File: src/rtl/screen_entry_fetcher_if.sv
// VRAM read port and ordered screen-entry stream used by the BG screen-entry fetcher.
// The fetcher is the master on both: it drives requests and produces entries.
interface sef_mem_if #(
   parameter int ADDR_W = 16
);
   logic              req;
   logic [ADDR_W-1:0] addr;
   logic              ack;
   logic [15:0]       rdata;

   modport master (output req, addr, input ack, rdata);
   modport slave  (input req, addr, output ack, rdata);
endinterface

interface sef_entry_if;
   logic        valid;
   logic [15:0] data;
   logic        transparent;
   logic        last;
   logic        ready;

   modport master (output valid, data, transparent, last, input ready);
   modport slave  (input valid, data, transparent, last, output ready);
endinterface

File: src/rtl/screen_entry_fetcher.sv
// Fetches one scanline of BG screen-map entries (text or rotation layout) into an ordered FIFO.
// Latency: ack to entry_valid 1 cycle, 2 cycles/entry at zero wait; no request while the FIFO is full.
module sef_fifo #(
   parameter int WIDTH = 18,
   parameter int DEPTH = 4
) (
   input  logic                    clock,
   input  logic                    reset,
   input  logic                    wr_vld,
   input  logic [WIDTH-1:0]        wr_dat,
   input  logic                    rd_rdy,
   output logic                    rd_vld,
   output logic [WIDTH-1:0]        rd_dat,
   output logic [$clog2(DEPTH):0]  count
);
   localparam int PW = $clog2(DEPTH);

   logic [WIDTH-1:0] store [DEPTH];
   logic [PW-1:0]    wr_ptr;
   logic [PW-1:0]    rd_ptr;
   logic             pop;

   assign rd_vld = (count != '0);
   assign pop    = rd_vld & rd_rdy;
   // Head reads as zero while empty so idle outputs are clean.
   assign rd_dat = rd_vld ? store[rd_ptr] : '0;

   always_ff @(posedge clock) begin
      if (reset) begin
         wr_ptr <= '0;
         rd_ptr <= '0;
         count  <= '0;
      end else begin
         if (wr_vld) wr_ptr <= wr_ptr + PW'(1);
         if (pop)    rd_ptr <= rd_ptr + PW'(1);
         count <= count + {{PW{1'b0}}, wr_vld} - {{PW{1'b0}}, pop};
      end
   end

   always_ff @(posedge clock) begin
      if (wr_vld) store[wr_ptr] <= wr_dat;
   end
endmodule

module screen_entry_fetcher #(
   parameter int N_TILES    = 31,
   parameter int FIFO_DEPTH = 4,
   parameter int ADDR_W     = 16,
   parameter int BASE_W     = 5
) (
   input  logic              clock,
   input  logic              reset,
   input  logic              start,
   input  logic [9:0]        x0,
   input  logic [9:0]        y,
   input  logic [9:0]        hmax,
   input  logic [9:0]        vmax,
   input  logic              rotate,
   input  logic              wrap,
   input  logic [BASE_W-1:0] screen_base,
   output logic              busy,
   sef_mem_if.master         mem,
   sef_entry_if.master       entry
);
   localparam int CW = $clog2(FIFO_DEPTH) + 1;
   localparam logic [CW-1:0] FULL_CNT = CW'(FIFO_DEPTH);
   localparam logic [7:0]    LAST_IDX = 8'(N_TILES - 1);

   typedef enum logic [1:0] {IDLE, FETCH, DRAIN} state_t;

   typedef struct packed {
      logic        transparent;
      logic        last;
      logic [15:0] data;
   } entry_t;

   state_t            state, state_nxt;
   logic [7:0]        idx, idx_nxt;
   logic              req, req_nxt;
   logic [ADDR_W-1:0] addr, addr_nxt;

   logic [6:0]        x0_q;
   logic [9:0]        y_q, hmax_q, vmax_q;
   logic              rotate_q, wrap_q;
   logic [BASE_W-1:0] base_q;

   logic              push, pop, advance;
   entry_t            push_dat, head;
   logic              head_vld;
   logic [CW-1:0]     fifo_cnt;

   logic [7:0]        tx, col;
   logic [6:0]        row;
   logic [1:0]        blk;
   logic [31:0]       base_addr, text_addr, rot_addr;
   logic [ADDR_W-1:0] calc_addr;
   logic              ovf;
   logic [7:0]        sel_byte;

   // Map coordinates and byte address of entry idx from the captured line parameters.
   always_comb begin
      tx        = {1'b0, x0_q} + idx;
      col       = tx & {1'b0, hmax_q[9:3]};
      row       = y_q[9:3] & vmax_q[9:3];
      blk       = (hmax_q == 10'd511) ? {row[5], col[5]} : {1'b0, row[5]};
      base_addr = 32'(base_q) << 11;
      text_addr = base_addr + (32'(blk) << 11) + (32'(row[4:0]) << 6) + (32'(col[4:0]) << 1);
      rot_addr  = base_addr + 32'(row) * (32'(hmax_q[9:3]) + 32'd1) + 32'(col);
      calc_addr = ADDR_W'(rotate_q ? rot_addr : text_addr);
      ovf       = rotate_q && !wrap_q && (({tx, 3'b000} > {1'b0, hmax_q}) || (y_q > vmax_q));
      sel_byte  = addr[0] ? mem.rdata[15:8] : mem.rdata[7:0];
   end

   always_comb begin
      state_nxt = state;
      idx_nxt   = idx;
      req_nxt   = req;
      addr_nxt  = addr;
      push      = 1'b0;
      push_dat  = '0;
      advance   = 1'b0;
      case (state)
         IDLE: begin
            if (start) begin
               state_nxt = FETCH;
               idx_nxt   = '0;
            end
         end
         FETCH: begin
            if (req) begin
               if (mem.ack) begin
                  req_nxt       = 1'b0;
                  push          = 1'b1;
                  push_dat.last = (idx == LAST_IDX);
                  push_dat.data = rotate_q ? {8'h00, sel_byte} : mem.rdata;
                  advance       = 1'b1;
               end
            end else if (fifo_cnt < FULL_CNT) begin
               // Out-of-map rotation tiles skip VRAM and take a single cycle.
               if (ovf) begin
                  push                 = 1'b1;
                  push_dat.transparent = 1'b1;
                  push_dat.last        = (idx == LAST_IDX);
                  advance              = 1'b1;
               end else begin
                  req_nxt  = 1'b1;
                  addr_nxt = calc_addr;
               end
            end
         end
         DRAIN: begin
            if (fifo_cnt == '0 || (fifo_cnt == CW'(1) && pop)) state_nxt = IDLE;
         end
         default: state_nxt = IDLE;
      endcase
      if (advance) begin
         if (idx == LAST_IDX) state_nxt = DRAIN;
         else                 idx_nxt   = idx + 8'd1;
      end
   end

   always_ff @(posedge clock) begin
      if (reset) begin
         state    <= IDLE;
         idx      <= '0;
         req      <= 1'b0;
         addr     <= '0;
         x0_q     <= '0;
         y_q      <= '0;
         hmax_q   <= '0;
         vmax_q   <= '0;
         rotate_q <= 1'b0;
         wrap_q   <= 1'b0;
         base_q   <= '0;
      end else begin
         state <= state_nxt;
         idx   <= idx_nxt;
         req   <= req_nxt;
         addr  <= addr_nxt;
         if (state == IDLE && start) begin
            x0_q     <= x0[9:3];
            y_q      <= y;
            hmax_q   <= hmax;
            vmax_q   <= vmax;
            rotate_q <= rotate;
            wrap_q   <= wrap;
            base_q   <= screen_base;
         end
      end
   end

   sef_fifo #(
      .WIDTH ($bits(entry_t)),
      .DEPTH (FIFO_DEPTH)
   ) u_fifo (
      .clock  (clock),
      .reset  (reset),
      .wr_vld (push),
      .wr_dat (push_dat),
      .rd_rdy (entry.ready),
      .rd_vld (head_vld),
      .rd_dat (head),
      .count  (fifo_cnt)
   );

   assign pop               = head_vld & entry.ready;
   assign busy              = (state != IDLE);
   assign mem.req           = req;
   assign mem.addr          = addr;
   assign entry.valid       = head_vld;
   assign entry.data        = head.data;
   assign entry.transparent = head.transparent;
   assign entry.last        = head.last;
endmodule

File: src/flat_wrapper.sv
// flat-port wrapper written by rule: the top's interface ports become plain ports
module screen_entry_fetcher_flat 
#(
   parameter int N_TILES    = 31,
   parameter int FIFO_DEPTH = 4,
   parameter int ADDR_W     = 16,
   parameter int BASE_W     = 5
)
  (clock, reset, start, x0, y, hmax, vmax, rotate, wrap, screen_base, busy, mem_req, mem_addr, mem_ack, mem_rdata, entry_valid, entry_data, entry_transparent, entry_last, entry_ready);
  sef_mem_if #(.ADDR_W(ADDR_W)) mem_i ();
  sef_entry_if entry_i ();
  input  logic clock;
  input  logic reset;
  input  logic start;
  input  logic [9:0] x0;
  input  logic [9:0] y;
  input  logic [9:0] hmax;
  input  logic [9:0] vmax;
  input  logic rotate;
  input  logic wrap;
  input  logic [BASE_W-1:0] screen_base;
  output logic busy;
  output wire logic [$bits(mem_i.req)-1:0] mem_req;
  output wire logic [$bits(mem_i.addr)-1:0] mem_addr;
  input wire logic [$bits(mem_i.ack)-1:0] mem_ack;
  input wire logic [$bits(mem_i.rdata)-1:0] mem_rdata;
  output wire logic [$bits(entry_i.valid)-1:0] entry_valid;
  output wire logic [$bits(entry_i.data)-1:0] entry_data;
  output wire logic [$bits(entry_i.transparent)-1:0] entry_transparent;
  output wire logic [$bits(entry_i.last)-1:0] entry_last;
  input wire logic [$bits(entry_i.ready)-1:0] entry_ready;
  assign mem_req = mem_i.req;
  assign mem_addr = mem_i.addr;
  assign mem_i.ack = mem_ack;
  assign mem_i.rdata = mem_rdata;
  assign entry_valid = entry_i.valid;
  assign entry_data = entry_i.data;
  assign entry_transparent = entry_i.transparent;
  assign entry_last = entry_i.last;
  assign entry_i.ready = entry_ready;
  screen_entry_fetcher #(.N_TILES(N_TILES), .FIFO_DEPTH(FIFO_DEPTH), .ADDR_W(ADDR_W), .BASE_W(BASE_W)) u_core (.clock(clock), .reset(reset), .start(start), .x0(x0), .y(y), .hmax(hmax), .vmax(vmax), .rotate(rotate), .wrap(wrap), .screen_base(screen_base), .busy(busy), .mem(mem_i), .entry(entry_i));
endmodule
File: config.mk
export PLATFORM = sky130hd
export DESIGN_NAME = screen_entry_fetcher_flat
export DESIGN_NICKNAME = d
export VERILOG_FILES = /design/src/rtl/screen_entry_fetcher_if.sv /design/src/rtl/screen_entry_fetcher.sv /design/src/flat_wrapper.sv
export SDC_FILE = /design/constraint.sdc
export NUM_CORES = 1
export LEC_CHECK = 0
export CAP_MARGIN = 10
export CELL_PAD_IN_SITES_DETAIL_PLACEMENT = 1
export CELL_PAD_IN_SITES_GLOBAL_PLACEMENT = 1
export CORE_MARGIN = 3
export CORE_UTILIZATION = 45
export DETAILED_ROUTE_END_ITERATION = 12
export PLACE_DENSITY_LB_ADDON = 0.08
export SETUP_SLACK_MARGIN = 0.5
export SYNTH_ARGS = -nofsm -noshare
export SYNTH_HDL_FRONTEND = slang
export SYNTH_SLANG_ARGS = --single-unit
File: constraint.sdc
create_clock -name clock -period 7.75 [get_ports clock]
set_input_delay 0.775 -clock clock [delete_from_list [all_inputs] [get_ports clock]]
set_output_delay 0.775 -clock clock [all_outputs]
set_load 0.01 [all_outputs]
; ---- Yosys cells after proc, flatten, opt, wreduce, memory -nomap -nowiden
; Memory sizes are Yosys's and may differ from the RTL's. A register that Yosys moved wholly into a read port is not among the register bits.
; Index checks and enable logic that the tools add are counted.
[totals]
rom_bits = 0
regBits = 78
output_inout_bits = 37
latchBits = 0
n_memories = 1
ramBits = 72
wordCells = 87
input_bits = 68
[memory_table]
columns = name, words, word_bits, rd, rd_ports_with_merged_regs, write_ports, line
row1 = u_core.u_fifo.store, 4, 18, 1, 1, 1, screen_entry_fetcher.sv:18  ; logic [WIDTH-1:0] store [DEPTH];
[classes]
n_reduce_logical = 12
shift = 0
n_div = 0
order_cmp = 3
n_addsub = 12
bitwise = 5
eq_ne = 5
n_mul = 1
n_mux = 34
[ops]
columns = op, n
row1 = 16-bit 2-to-1 mux, 3
row2 = 8-bit 2-to-1 mux, 5
row3 = 18-bit 2-to-1 mux, 2
row4 = 7-bit by 32-bit multiplier with 16-bit output, 1
row5 = 2-bit 2-to-1 mux, 9
row6 = 17-bit 2-to-1 mux, 1
row7 = 16-bit by 11-bit adder with 16-bit output, 1
row8 = 16-bit by 13-bit adder with 16-bit output, 1
row9 = 16-bit adder, 1
row10 = 16-bit by 6-bit adder with 16-bit output, 1
row11 = 16-bit by 8-bit adder with 16-bit output, 1
row12 = 1-bit 2-to-1 mux, 13
row13 = 11-bit by 10-bit greater-than comparator with 1-bit output, 1
row14 = "10-bit by 9-bit equality test with 1-bit output, second input constant", 1
row15 = 10-bit greater-than comparator, 1
row16 = "7-bit by 1-bit adder with 8-bit output, second input constant", 1
row17 = 7-bit by 8-bit adder with 8-bit output, 1
row18 = "8-bit by 1-bit adder with 8-bit output, second input constant", 1
row19 = 8-bit by 7-bit bitwise AND with 8-bit output, 1
row20 = "8-bit by 5-bit equality test with 1-bit output, second input constant", 1
row21 = 7-bit bitwise AND, 1
row22 = 2-bit case mux with 3 select lines, 1
row23 = "2-bit by 1-bit adder with 2-bit output, second input constant", 2
row24 = 1-bit logical AND, 4
row25 = 15 further kinds, 17

; ---- Depth between registers and ports, before layout
; Gate-level depths: netlist of run 1.
[logic_depth]
depth_word = 10
mapped_depth = 23
ltp_nobuf = 23

; ---- By module
; From an unflattened synthesis of run 1, not the netlist that was laid out.
[unflattened]
hier_cells = 927
hier_area_um2 = 9540.4
[modules_own_cells]
columns = module, area_each_um2, cells_each, instances, seq_area_each_um2
row1 = screen_entry_fetcher, 6309.8, 768, 1, 1421.4
row2 = sef_fifo, 3230.6, 159, 1, 2342.2

; ---- Worst setup path before layout of run 1
; Ideal clock, no wire load.
[synth_path]
path_kind = reg2reg
from = register u_core.hmax_q[3]
to = register u_core.addr[15], in the netlist u_core.mem.addr[15]
setup_ns = 0.117
stages_incl_launch_ff = 21
arrival_time_ns = 5.047
setup_slack_ns = 2.585
n_path_buf = 1
period_less_slack_ns = 5.165
required_ns = 7.633
path_cell_list = dfxtp_1 clkbuf_1 inv_1 nor3_1 xnor2_1 nand2b_1 fa_1 fa_1 inv_1 fa_1 inv_1 fa_1 inv_1 ha_1 nand3_1 o211ai_1 o41ai_2 o21ai_1 nor2b_1 or4_1 a32o_1
[synth_via]
elab_chain_cells = 6
word_cells_on_any_way = 16
classes_between = add/sub (6) / mul (1) / order compare (1) / eq/ne (1) / mux (2) / bitwise (2) / reduce/logical (3)
[synth_rtl]
columns = element, line
row1 = from (decl), screen_entry_fetcher.sv:83  ; logic [9:0] y_q, hmax_q, vmax_q;
row2 = from (signal assigned), screen_entry_fetcher.sv:183  ; hmax_q <= hmax;
row3 = branches (longest 6 deep; another with 7-bit by 32-bit multiplier with 16-bit output), n/a
row4 = to (signal assigned), screen_entry_fetcher.sv:179  ; addr <= addr_nxt;
row5 = to (decl), screen_entry_fetcher.sv:80  ; logic [ADDR_W-1:0] addr, addr_nxt;
; Several ways; the timed one is not identified.
; A chain may end at the register's enable or synchronous reset.

; ---- Worst setup path after layout of run 1
[layout_path]
from = register u_core.hmax_q[3]
to = register u_core.addr[13], in the netlist u_core.mem.addr[13]
; The elaborated chain is that of the path after synthesis.

==> summary.txt, run 1 <==
Synthesis
  – Post-synthesis cell count: 933
  – Synth async-reset ratio: 0%
  – Post-synth design cell area: 0.00950 mm^2
  – Post-synthesis sequential area ratio: 39.6%
  – Synth Area per Inst: 10.2 um^2
  – Number of library cell types mapped by synthesis: 63
  – Top flip-flop cell by instance count after synthesis: sky130_fd_sc_hd__dfxtp_1
  – Net count after synthesis: 1128
  – Flip-flop and latch count after synthesis: between 150 and 200
  – Synth Warn #: 0
  – Number of enable-type register cells in the synthesized netlist: 72

Floorplanning
  – Placement Rows: 52
  – Placeable core region: 0.0205 mm^2
  – Area enclosed by the die boundary: 0.0229 mm^2
  – Die Ht: 151 um
  – Horiz. Die Dim: between 150 and 200 um
  – Starting Density: a little under half
  – Count of boundary I/O pins: approximately 110

Routing
  – Routed wire per std cell: roughly 18 um
  – Sum of routed wire length over all layers: 23900 um
  – Initial drt markers: 331
  – Final antenna-violating net count: 0
  – Via-to-Cell Ratio: 5.29
  – Overall via count from detail_route: 6906
  – Residual DRC count: 0
  – Detailed-routing iteration count for the pre-antenna-repair pass: 4

Worst setup path
  – Critical path startpoint category: register
  – Kind of end point of the critical path: register
  – CP required: 8.02 ns
  – Standard cell with the maximum stage delay on the critical path: sky130_fd_sc_hd__dfxtp_1
  – Top Family by Delay on Critical Path: adder cells
  – Worst stage delay on the critical path: 0.59 ns
  – Critical path's most frequent cell: sky130_fd_sc_hd__fa_1
  – Endpoint arrival time on the critical path: 6.22 ns
  – Critical path peak fanout: 11
  – Ordered cell list for the critical path: ha_1 > nand3_1 > xnor2_1 > nand2b_1 > fa_1 > fa_1 > inv_1 > fa_1 > inv_1 > fa_1 > inv_1 > ha_1 > nand3_1 > o211ai_1 > o41ai_2 > o21ai_1 > o31ai_1 > xnor2_1 > a211oi_1 > nor3_1
  – Worst path buffer plus inverter count: 3
  – Setup Crit Path Kind: reg2reg

CTS
  – Level count of the clock H-tree: 4
  – Cell at the root of the clock tree: sky130_fd_sc_hd__clkbuf_16
  – Clock-pin slew reported for the worst setup and hold paths after clock tree synthesis: 0.07 ns
  – Setup bufs post-CTS: 0
  – Buffer levels on the longest clock path: 2
  – Number of clock sinks seen by CTS: 152
  – Total clock buffers created by CTS: 17
  – TritonCTS clock tree: done
  – Count of hold-fix buffers inserted at cts: 0
  – Number of instances resized during post-cts repair: 0
  – Source-to-sink clock delay at the later pin of the worst-skew pair: 0.43 ns

Finish
  – Layout filler cell count: 2272
  – Layout Cell Area excl Fill: between 0.01 and 0.015 mm^2
  – Share of post-route cells with drive strength above 1: between 8 and 9%
  – Number of nets at the end of the flow: 1217
  – Number of diodes added for antenna fixing: 0
  – Area grow syn2layout: 19.3%

STA
  – TNS Setup: 0 ns
  – Achievable clock frequency: between 150 and 200 MHz
  – Period Utilization, post-route: 76.7%
  – Clock period minus final worst setup slack: 5.95 ns
  – Worst Max-Slew Pin Slew: between 0.9 and 1 ns
  – Skew final: 0.0113 ns
  – Number of pins exceeding their max-slew limit in the final report: 0
  – Final setup violation count: 0
  – Hold_ws: 0.453 ns
  – Setup repair after global routing missed its margin: false
  – Final-report hold violation count: 0
  – Slew headroom: 33.5%

Place
  – Final weighted congestion of routability-driven global placement: 0.824
  – Cell Area, Placed: ~0.011 mm^2
  – Hpwl dp: 17100 um
  – Buffers on Ports: 101

Global route
  – Pin count of the biggest net entering global routing: 83
  – All-layer global routing usage: 21.5%
  – Number of antenna violations at the first check in global routing: 0
  – Overflow left after global routing: 0
  – Vias in the first global route: 7176
  – Wire length of the first global-routing pass: 38100 um

Flow run
  – Reported max-cap violation count: 0

Run status
  – Outcome: completed

Pwr
  – Total power per unit cell area: 207 mW/mm^2
  – Worst VDD drop: about 0.15 mV
  – Leak: 4.53 nW

Worst hold path
  – Class of the tightest hold or removal check: reg2reg
-- flip-flops by register name (all words and copies together), names as in the netlist, 2 cells and up, named ones only --
name / count
u_core.u_fifo.store: 72
u_core.mem.addr: 16
u_core.hmax_q: 10
u_core.vmax_q: 10
u_core.y_q: 10
u_core.idx: 8
u_core.x0_q: 7
u_core.base_q: 5
u_core.u_fifo.count: 3
u_core.state: 2
u_core.u_fifo.rd_ptr: 2
u_core.u_fifo.wr_ptr: 2
-- synthesized netlist by cell type, types with 3 or more instances --
cell type / count / share of area [%]
sky130_fd_sc_hd__o21ai_1: 3 / 0.16
sky130_fd_sc_hd__edfxtp_1: 72 / 23
sky130_fd_sc_hd__a21oi_1: 86 / 4.5
sky130_fd_sc_hd__dfxtp_1: 80 / 17
sky130_fd_sc_hd__nor3b_1: 3 / 0.24
sky130_fd_sc_hd__o21a_1: 4 / 0.32
sky130_fd_sc_hd__and2_1: 48 / 3.2
sky130_fd_sc_hd__ha_1: 86 / 11
sky130_fd_sc_hd__a2111oi_2: 3 / 0.47
sky130_fd_sc_hd__a311oi_1: 5 / 0.46
sky130_fd_sc_hd__or3_1: 3 / 0.20
sky130_fd_sc_hd__fa_1: 41 / 8.6
sky130_fd_sc_hd__nor2_1: 38 / 1.5
sky130_fd_sc_hd__xor2_1: 9 / 0.83
sky130_fd_sc_hd__nor2b_1: 32 / 2.1
sky130_fd_sc_hd__nand2_1: 132 / 5.2
sky130_fd_sc_hd__nand4_1: 6 / 0.40
sky130_fd_sc_hd__nor3_1: 10 / 0.53
sky130_fd_sc_hd__a211oi_1: 5 / 0.40
sky130_fd_sc_hd__nand3_1: 22 / 1.2
sky130_fd_sc_hd__mux2i_1: 12 / 1.3
sky130_fd_sc_hd__xnor2_1: 19 / 1.8
sky130_fd_sc_hd__mux2_2: 7 / 0.83
sky130_fd_sc_hd__mux4_2: 18 / 4.3
sky130_fd_sc_hd__inv_1: 91 / 3.6
sky130_fd_sc_hd__nand2b_1: 9 / 0.59
sky130_fd_sc_hd__and3_1: 3 / 0.20
sky130_fd_sc_hd__o21ai_0: 8 / 0.42
sky130_fd_sc_hd__o211ai_1: 5 / 0.40
sky130_fd_sc_hd__clkbuf_1: 30 / 1.2
-- worst min-delay path, cell delays in order, from the launching register on --
cell	delay, ns
sky130_fd_sc_hd__dfxtp_1	0.31
sky130_fd_sc_hd__nand2_1	0.05
sky130_fd_sc_hd__a21oi_1	0.05
-- power by group --
part | internal [mW] | switching, mW | total [mW]
clock | 0.436 | 0.404 | 0.840
combinational | 0.317 | 0.280 | 0.596
sequential | 0.876 | 0.0364 | 0.912
-- placed cells by master, fill, tap and decap left out, types with 4 or more instances in the layout --
master                            count
sky130_fd_sc_hd__nor2b_1             32
sky130_fd_sc_hd__inv_1               91
sky130_fd_sc_hd__a311oi_1             5
sky130_fd_sc_hd__dfxtp_1             80
sky130_fd_sc_hd__o211ai_1             5
sky130_fd_sc_hd__edfxtp_1            72
sky130_fd_sc_hd__inv_8                7
sky130_fd_sc_hd__a21oi_1             86
sky130_fd_sc_hd__o21a_1               4
sky130_fd_sc_hd__fa_1                41
sky130_fd_sc_hd__clkdlybuf4s50_1    100
sky130_fd_sc_hd__clkbuf_16           17
sky130_fd_sc_hd__xor2_1               9
sky130_fd_sc_hd__mux4_2              18
sky130_fd_sc_hd__mux2i_1             12
sky130_fd_sc_hd__clkinv_8             4
sky130_fd_sc_hd__nor3_1              10
sky130_fd_sc_hd__nor2_1              38
sky130_fd_sc_hd__mux2_2               7
sky130_fd_sc_hd__buf_4                6
sky130_fd_sc_hd__nand4_1              6
sky130_fd_sc_hd__ha_1                86
sky130_fd_sc_hd__a211oi_1             5
sky130_fd_sc_hd__nand2b_1             9
sky130_fd_sc_hd__nand3_1             22
sky130_fd_sc_hd__nand2_1            132
sky130_fd_sc_hd__and2_1              48
sky130_fd_sc_hd__o21ai_0              8
sky130_fd_sc_hd__xnor2_1             19
-- layer usage --
metal | global-route usage, % | part of all wire, % | vias up | routed length, um
met2 | 36.0 | 49 | 158 | 11700
met1 | 29.4 | 46 | 3380 | 11000
met3 | 3.35 | 4.4 | 15 | 1040
met4 | 5.30 | 0.88 | 0 | 211
met5 | 0 | 0 | - | 0
li1 | - | - | 3353 | -
-- final cells by class --
type                    count  area, um^2  share of cell area [%]
inverters                  93         349                    3.08
multi-input cells         651        5230                    46.2
clock inverters            15         175                    1.55
well taps                 270         338                    2.98
repair buffers            107        1050                    9.27
flip-flops and latches    152        3760                    33.2
clock buffers              17         425                    3.75
-- cells by family (layout without fill, tap and decap cells) --
| logic type | count (synthesis) | after routing | share of synthesized area (%) |
|---|---|---|---|
| AND/OR/NAND/NOR | 321 | 321 | 16.8 |
| flip-flops | 152 | 152 | 39.6 |
| XOR/XNOR | 28 | 28 | 2.58 |
| buffers and inverters | 130 | 232 | 5.32 |
| multiplexers | 38 | 38 | 6.48 |
| adder cells (fa/ha/maj) | 127 | 127 | 20.0 |
| AO/OA/AOI/OAI | 137 | 137 | 9.22 |
-- path summary, 6_finish.rpt --
kind              slack (ns)  cells past startpoint                          endpoint                           from
setup reg to reg        1.80                     20  u_core.mem.addr[13]$_SDFFE_PP0P_  u_core.hmax_q[3]$_SDFFE_PP0P_
hold / removal          0.45                      2        u_core.wrap_q$_SDFFE_PP0P_     u_core.wrap_q$_SDFFE_PP0P_
setup / recovery        1.80                     20  u_core.mem.addr[13]$_SDFFE_PP0P_  u_core.hmax_q[3]$_SDFFE_PP0P_
hold reg to reg         0.45                      2        u_core.wrap_q$_SDFFE_PP0P_     u_core.wrap_q$_SDFFE_PP0P_
-- through the flow --
| step | utilization, % | power (mW) | setup WS (ns) | cells |
|---|---|---|---|---|
| floorplan | - | 1.25 | 2.59 | 933 |
| global placement | 52.4 | 1.52 | 1.87 | 1273 |
| detailed placement | 52.4 | 1.53 | 1.80 | 1273 |
| CTS | 55.3 | 2.38 | 1.74 | 1305 |
| global route | 55.3 | 2.46 | 1.28 | 1305 |
| finish | 55.3 | 2.35 | 1.80 | 1305 |
Power figures use the tool's default switching activity.
==> run 2: changes to the inputs <==
Clock period 7.75 ns to 5.71 ns, I/O delays scaled along.
==> summary.txt, run 2 (synthesized netlist as in run 1, its figures left out) <==
Finish
  – Register cell area after layout: 0.00377 mm^2 (was 0.00376 mm^2)
  – Highest-count cells in the layout ignoring fill and taps: sky130_fd_sc_hd__nand2_1 (132), sky130_fd_sc_hd__clkdlybuf4s50_1 (100), sky130_fd_sc_hd__inv_1 (90) (was sky130_fd_sc_hd__nand2_1 (132), sky130_fd_sc_hd__clkdlybuf4s50_1 (100), sky130_fd_sc_hd__inv_1 (91))
  – Layout Cell Area excl Fill: 0.0117 mm^2 (was 0.0113 mm^2)
  – Layout filler cell count: 2249 (was 2272)
  – Number of diodes added for antenna fixing: 0 (unchanged)
  – Register with the most flip-flops: u_core.u_fifo.store (unchanged)
  – Area taken by multi-input logic gates: 0.00537 mm^2 (was 0.00523 mm^2)
  – Largest registers in the final layout: u_core.u_fifo.store: 72 flops, u_core.mem.addr: 16 flops (unchanged)
  – Number of nets at the end of the flow: 1241 (was 1217)
  – Flip-flop count of the largest register, all copies and words added: 72 (unchanged)
  – Utilization of the core after routing: 57.0% (was 55.3%)
  – Most common cell after layout, fill and taps aside: sky130_fd_sc_hd__nand2_1 (unchanged)
  – Area grow syn2layout: 22.9% (was 19.3%)
  – Share of post-route cells with drive strength above 1: 12.5% (was 8.02%)

Routing
  – Detailed-routing iteration count for the pre-antenna-repair pass: 4 (unchanged)
  – Initial drt markers: 318 (was 331)
  – Sum of routed wire length over all layers: 25000 um (was 23900 um)
  – Routed wire per std cell: 18.8 um (was 18.3 um)
  – Residual DRC count: 0 (unchanged)
  – Final antenna-violating net count: 0 (unchanged)
  – Via-to-Cell Ratio: 5.35 (was 5.29)
  – Overall via count from detail_route: 7104 (was 6906)

STA
  – Slew headroom: 31.2% (was 33.5%)
  – Number of pins exceeding their max-slew limit in the final report: 0 (unchanged)
  – Skew final: 0.0171 ns (was 0.0113 ns)
  – Setup ws final: 0.394 ns (was 1.80 ns)
  – Final setup violation count: 0 (unchanged)
  – Final-report hold violation count: 0 (unchanged)
  – Achievable clock frequency: 188 MHz (was 168 MHz)
  – Period Utilization, post-route: 93.1% (was 76.7%)
  – Setup repair after global routing missed its margin: true (was false)
  – Clock period minus final worst setup slack: 5.32 ns (was 5.95 ns)
  – Worst Max-Slew Pin Slew: 1.03 ns (was 0.997 ns)
  – TNS Setup: 0 ns (unchanged)

Global route
  – Met1 usage in global routing: 29.5% (was 29.4%)
  – Met3 track utilization from global routing: 3.77% (was 3.35%)
  – Number of antenna violations at the first check in global routing: 0 (unchanged)
  – Overflow left after global routing: 0 (unchanged)
  – Pin count of the biggest net entering global routing: 50 (was 83)
  – All-layer global routing usage: 22.4% (was 21.5%)
  – Vias in the first global route: 7592 (was 7176)
  – GRT busiest layer: met2 (unchanged)
  – Fraction of met2 tracks used by global routing: 38.9% (was 36.0%)
  – Wire length of the first global-routing pass: 39800 um (was 38100 um)

Worst hold path
  – Class of the tightest hold or removal check: reg2reg (unchanged)
  – Sink of the worst hold path: u_core.wrap_q$_SDFFE_PP0P_ (unchanged)
  – Hold path startpoint: u_core.wrap_q$_SDFFE_PP0P_ (unchanged)
  – Depth of the worst hold-timing path: 2 (unchanged)

Floorplanning
  – Placement Rows: 52 (unchanged)
  – Starting Density: 46.4% (unchanged)
  – Area enclosed by the die boundary: 0.0229 mm^2 (unchanged)
  – Die Ht: 151 um (unchanged)
  – Horiz. Die Dim: 151 um (unchanged)
  – Count of boundary I/O pins: 105 (unchanged)
  – Placeable core region: 0.0205 mm^2 (unchanged)

Worst setup path
  – Setup slack on the worst flop-to-flop path: 0.39 ns (was 1.80 ns)
  – Setup Crit Path Kind: reg2reg (unchanged)
  – Critical path startpoint category: register (unchanged)
  – Launch instance of the worst register-to-register path: u_core.idx[0]$_SDFF_PP0_ (was u_core.hmax_q[3]$_SDFFE_PP0P_)
  – CP required: 6.03 ns (was 8.02 ns)
  – Launching element of the worst setup path: u_core.idx[0]$_SDFF_PP0_ (was u_core.hmax_q[3]$_SDFFE_PP0P_)
  – Critical path peak fanout: 3 (was 11)
  – Worst flop-to-flop path endpoint: u_core.mem.addr[15]$_SDFFE_PP0P_ (was u_core.mem.addr[13]$_SDFFE_PP0P_)
  – Endpoint arrival time on the critical path: 5.64 ns (was 6.22 ns)
  – Worst reg2reg path depth: 22 (was 20)
  – Kind of end point of the critical path: register (unchanged)

CTS
  – Buffer levels on the longest clock path: 2 (unchanged)
  – Total clock buffers created by CTS: 17 (unchanged)
  – Number of clock sinks seen by CTS: 152 (unchanged)
  – Source-to-sink clock delay at the later pin of the worst-skew pair: 0.43 ns (about the same)
  – Level count of the clock H-tree: 4 (unchanged)
  – TritonCTS clock tree: done (unchanged)
  – Clock-pin slew reported for the worst setup and hold paths after clock tree synthesis: 0.08 ns (was 0.07 ns)
  – Cell at the root of the clock tree: sky130_fd_sc_hd__clkbuf_16 (unchanged)

Flow run
  – Reported max-cap violation count: 0 (unchanged)

Pwr
  – Combinational share of power: 25.7% (was 25.4%)
  – Sw power: 1.00 mW (was 0.720 mW)
  – Total power per unit cell area: 277 mW/mm^2 (was 207 mW/mm^2)
  – Worst VDD drop: 0.189 mV (was 0.146 mV)
  – Leak: 4.68 nW (was 4.53 nW)
  – Proportion of power drawn by the clock network: 36.0% (was 35.8%)
  – Switching share of power: 31.0% (was 30.6%)
  – Sequential share of power: 38.3% (was 38.8%)
  – Cell internal pwr: 2.23 mW (was 1.63 mW)

Place
  – Final weighted congestion of routability-driven global placement: 0.807 (was 0.824)
  – Cell Area, Placed: 0.0108 mm^2 (was 0.0107 mm^2)
  – Buffers on Ports: 101 (unchanged)
  – Post-placement worst setup slack: 0.0401 ns (was 1.80 ns)
  – Hpwl dp: 17700 um (was 17100 um)

Run status
  – Outcome: completed (unchanged)
## run 2: metrics by stage
step / hold WS [ns] / cells / power (mW)
global route: 0.479 / 1329 / 3.39
finish: 0.455 / 1329 / 3.23
detailed placement: 0.446 / 1286 / 2.09
CTS: 0.457 / 1325 / 3.27
global placement: 0.439 / 1286 / 2.07
floorplan: 0.432 / 933 / 1.70
## run 2: repair_timing
| item | 4_1_cts | 5_1_grt |
|---|---|---|
| setup endpoints to repair | 9 | 9 |
| pin swaps | 16 | 23 |
| setup buffers | 7 | 4 |
| resized for setup | 17 | 15 |
| hold buffers | 0 | 0 |
| endpoints found under the hold margin | 0 | 0 |
## run 2: critical path, cell delays in order, from the launching register on
cell                       delay [ns]
sky130_fd_sc_hd__dfxtp_4         0.36
sky130_fd_sc_hd__ha_4            0.16
sky130_fd_sc_hd__fa_2            0.34
sky130_fd_sc_hd__a21o_1          0.17
sky130_fd_sc_hd__a21oi_2         0.15
sky130_fd_sc_hd__o21bai_1        0.11
sky130_fd_sc_hd__a21oi_2         0.20
sky130_fd_sc_hd__xnor2_2         0.09
sky130_fd_sc_hd__ha_2            0.20
sky130_fd_sc_hd__fa_1            0.53
sky130_fd_sc_hd__fa_1            0.51
sky130_fd_sc_hd__inv_1           0.05
sky130_fd_sc_hd__fa_1            0.49
sky130_fd_sc_hd__inv_2           0.05
sky130_fd_sc_hd__ha_4            0.27
sky130_fd_sc_hd__nand3_1         0.09
sky130_fd_sc_hd__o211ai_1        0.28
sky130_fd_sc_hd__o41ai_2         0.09
sky130_fd_sc_hd__buf_4           0.15
sky130_fd_sc_hd__o21ai_4         0.15
sky130_fd_sc_hd__nor2b_2         0.06
sky130_fd_sc_hd__or4_1           0.47
sky130_fd_sc_hd__a32o_1          0.23
## run 2: power groups by stage
stage,Combinational (mW),Clock (mW),Sequential (mW)
floorplan,0.454,0,1.25
global placement,0.813,0,1.26
detailed placement,0.829,0,1.26
CTS,0.838,1.19,1.24
global route,0.909,1.23,1.25
finish,0.830,1.16,1.24
## run 2: worst max-delay path by stage
| stage | cells after the start | end | slack (ns) |
|---|---|---|---|
| after floorplan | 20 | u_core.mem.addr[15]$_SDFFE_PP0P_ | 0.55 |
| after global placement | 21 | u_core.mem.addr[15]$_SDFFE_PP0P_ | 0.1 |
| after detailed placement | 21 | u_core.mem.addr[15]$_SDFFE_PP0P_ | 0.04 |
| after CTS | 22 | u_core.mem.addr[15]$_SDFFE_PP0P_ | 0.30 |
| after global routing | 20 | u_core.mem.addr[15]$_SDFFE_PP0P_ | 0.21 |
| final | 22 | u_core.mem.addr[15]$_SDFFE_PP0P_ | 0.39 |
## run 2: routing by layer
layer / part of all wire (%) / up-vias
met5: 0 / -
met3: 3.4 / 23
met4: 1.2 / 0
li1: - / 3401
met2: 50 / 130
met1: 45 / 3550
## run 2: final cells by class
cell class                      instances  share of cell area, %
Clock buffer                           17                   3.64
Inverter                               93                   2.99
Timing Repair Buffer                  131                   10.6
Tap cell                              270                   2.89
Multi-Input combinational cell        651                   46.0
Sequential cell                       152                   32.3
Clock inverter                         15                   1.60
==> run 3: changes to the inputs <==
Settings changed: SETUP_SLACK_MARGIN 0.5 to not set.
==> summary.txt, run 3 (synthesized netlist as in run 1, its figures left out) <==
Run status
  – Outcome: completed (unchanged)

STA
  – Final-report hold violation count: 0 (unchanged)
  – Setup repair after global routing missed its margin: false (was true)
  – Skew final: 0.0173 ns (was 0.0171 ns)
  – Clock period minus final worst setup slack: 5.45 ns (was 5.32 ns)
  – Final setup violation count: 0 (unchanged)
  – Slew headroom: 31.4% (was 31.2%)
  – Period Utilization, post-route: 95.5% (was 93.1%)
  – Worst Max-Slew Pin Slew: 1.03 ns (about the same)
  – Hold_ws: 0.456 ns (was 0.455 ns)
  – TNS Setup: 0 ns (unchanged)
  – Achievable clock frequency: 183 MHz (was 188 MHz)
  – Number of pins exceeding their max-slew limit in the final report: 0 (unchanged)

Finish
  – Utilization of the core after routing: 56.2% (was 57.0%)
  – Area grow syn2layout: 21.3% (was 22.9%)
  – Share of post-route cells with drive strength above 1: 10.5% (was 12.5%)
  – Highest-count cells in the layout ignoring fill and taps: sky130_fd_sc_hd__nand2_1 (132), sky130_fd_sc_hd__clkdlybuf4s50_1 (100), sky130_fd_sc_hd__inv_1 (91) (was sky130_fd_sc_hd__nand2_1 (132), sky130_fd_sc_hd__clkdlybuf4s50_1 (100), sky130_fd_sc_hd__inv_1 (90))
  – Register with the most flip-flops: u_core.u_fifo.store (unchanged)
  – Largest registers in the final layout: u_core.u_fifo.store: 72 flops, u_core.mem.addr: 16 flops (unchanged)
  – Number of diodes added for antenna fixing: 0 (unchanged)
  – Number of nets at the end of the flow: 1234 (was 1241)
  – Flip-flop count of the largest register, all copies and words added: 72 (unchanged)
  – Layout filler cell count: 2264 (was 2249)
  – Layout Cell Area excl Fill: 0.0115 mm^2 (was 0.0117 mm^2)
  – Most common cell after layout, fill and taps aside: sky130_fd_sc_hd__nand2_1 (unchanged)

Routing
  – Overall via count from detail_route: 7060 (was 7104)
  – Detailed-routing iteration count for the pre-antenna-repair pass: 4 (unchanged)
  – Routed wire per std cell: 18.7 um (was 18.8 um)
  – Residual DRC count: 0 (unchanged)
  – Final antenna-violating net count: 0 (unchanged)
  – Via-to-Cell Ratio: 5.34 (was 5.35)
  – Initial drt markers: 352 (was 318)
  – Sum of routed wire length over all layers: 24700 um (was 25000 um)

Floorplanning
  – Die Ht: 151 um (unchanged)
  – Count of boundary I/O pins: 105 (unchanged)
  – Starting Density: 46.4% (unchanged)
  – Area enclosed by the die boundary: 0.0229 mm^2 (unchanged)
  – Placement Rows: 52 (unchanged)
  – Placeable core region: 0.0205 mm^2 (unchanged)
  – Horiz. Die Dim: 151 um (unchanged)

Worst setup path
  – Critical path's most frequent cell: sky130_fd_sc_hd__fa_1 (unchanged)
  – Top Family by Delay on Critical Path: adder cells (unchanged)
  – Critical path peak fanout: 5 (was 3)
  – Setup Crit Path Kind: reg2reg (unchanged)
  – Kind of end point of the critical path: register (unchanged)
  – CP required: 6.03 ns (about the same)
  – Critical path startpoint category: register (unchanged)
  – Worst path buffer plus inverter count: 3 (unchanged)
  – Standard cell with the maximum stage delay on the critical path: sky130_fd_sc_hd__fa_1 (unchanged)
  – Ordered cell list for the critical path: ha_2 > fa_2 > a21o_1 > a21oi_2 > o21bai_1 > a21oi_1 > xnor2_1 > ha_2 > fa_1 > fa_1 > inv_1 > fa_1 > inv_1 > ha_4 > nand3_1 > o211ai_1 > o41ai_2 > buf_4 > o21ai_4 > nor2b_2 > or4_1 > a32o_1 (was ha_4 > fa_2 > a21o_1 > a21oi_2 > o21bai_1 > a21oi_2 > xnor2_2 > ha_2 > fa_1 > fa_1 > inv_1 > fa_1 > inv_2 > ha_4 > nand3_1 > o211ai_1 > o41ai_2 > buf_4 > o21ai_4 > nor2b_2 > or4_1 > a32o_1)
  – Worst stage delay on the critical path: 0.53 ns (about the same)
  – Endpoint arrival time on the critical path: 5.78 ns (was 5.64 ns)

CTS
  – Cell at the root of the clock tree: sky130_fd_sc_hd__clkbuf_16 (unchanged)
  – Level count of the clock H-tree: 4 (unchanged)
  – Buffer levels on the longest clock path: 2 (unchanged)
  – Source-to-sink clock delay at the later pin of the worst-skew pair: 0.43 ns (about the same)
  – Total clock buffers created by CTS: 17 (unchanged)
  – Number of clock sinks seen by CTS: 152 (unchanged)
  – TritonCTS clock tree: done (unchanged)
  – Clock-pin slew reported for the worst setup and hold paths after clock tree synthesis: 0.08 ns (about the same)

Global route
  – Wire length of the first global-routing pass: 39300 um (was 39800 um)
  – Overflow left after global routing: 0 (unchanged)
  – Vias in the first global route: 7506 (was 7592)
  – Number of antenna violations at the first check in global routing: 0 (unchanged)
  – All-layer global routing usage: 22.2% (was 22.4%)
  – Pin count of the biggest net entering global routing: 50 (unchanged)

Worst hold path
  – Class of the tightest hold or removal check: reg2reg (unchanged)

Place
  – Buffers on Ports: 101 (unchanged)
  – Cell Area, Placed: 0.0108 mm^2 (unchanged)
  – Hpwl dp: 17700 um (unchanged)
  – Final weighted congestion of routability-driven global placement: 0.807 (unchanged)

Pwr
  – Leak: 4.63 nW (was 4.68 nW)
  – Total power per unit cell area: 279 mW/mm^2 (was 277 mW/mm^2)
  – Worst VDD drop: 0.190 mV (was 0.189 mV)
  – Total Power Consumption: 3.22 mW (was 3.23 mW)

Flow run
  – Reported max-cap violation count: 0 (unchanged)
run 3: report_power, final:
group,internal [mW],total [mW],leakage [nW],switching (mW)
Sequential,1.19,1.24,1.27,0.0493
Clock,0.602,1.16,0.300,0.559
Combinational,0.435,0.822,3.06,0.387
run 3: metrics by stage:
step	setup slack, ns	instances
final	0.256	1322
after global placement	0.0962	1286
after detailed placement	0.0401	1286
after CTS	0.00187	1318
after floorplan	0.545	933
after global routing	0.00466	1322
run 3: layer usage:
layer  vias to the layer above  wire length, um  track usage, %
met5                         -                0               0
met1                      3522            11300            29.5
met4                         0              245            4.62
li1                       3391                -               -
met3                        17              915            3.71
met2                       130            12200            38.1
run 3: layout make-up:
class | count | area (um^2) | share of cell area (%)
Clock buffer | 17 | 425 | 3.69
Clock inverter | 15 | 186 | 1.62
Inverter | 93 | 349 | 3.03
Multi-Input combinational cell | 651 | 5280 | 45.8
Sequential cell | 152 | 3770 | 32.7
Tap cell | 270 | 338 | 2.93
Timing Repair Buffer | 124 | 1180 | 10.2
run 3: worst paths after layout:
| kind | startpoint | slack [ns] | to | cells after the start |
|---|---|---|---|---|
| worst min-delay path | u_core.wrap_q$_SDFFE_PP0P_ | 0.46 | u_core.wrap_q$_SDFFE_PP0P_ | 2 |
| worst max-delay path | u_core.idx[0]$_SDFF_PP0_ | 0.26 | u_core.mem.addr[15]$_SDFFE_PP0P_ | 22 |
| worst max register to register | u_core.idx[0]$_SDFF_PP0_ | 0.26 | u_core.mem.addr[15]$_SDFFE_PP0P_ | 22 |
| worst min register to register | u_core.wrap_q$_SDFFE_PP0P_ | 0.46 | u_core.wrap_q$_SDFFE_PP0P_ | 2 |
run 3: what timing repair did:
action,CTS,global route
gates resized for setup,0,13
setup buffers,0,4
endpoints found under the setup margin,0,6
hold buffers,0,0
run 3: worst reg2reg max path: cells and delay by family (launching register included):
family,cells,cell delay (ns)
adder cells (fa/ha/maj),7,2.61
AO/OA/AOI/OAI,8,1.37
AND/OR/NAND/NOR,3,0.62
buffers and inverters,3,0.28
XOR/XNOR,1,0.12
flip-flops,1,0.36
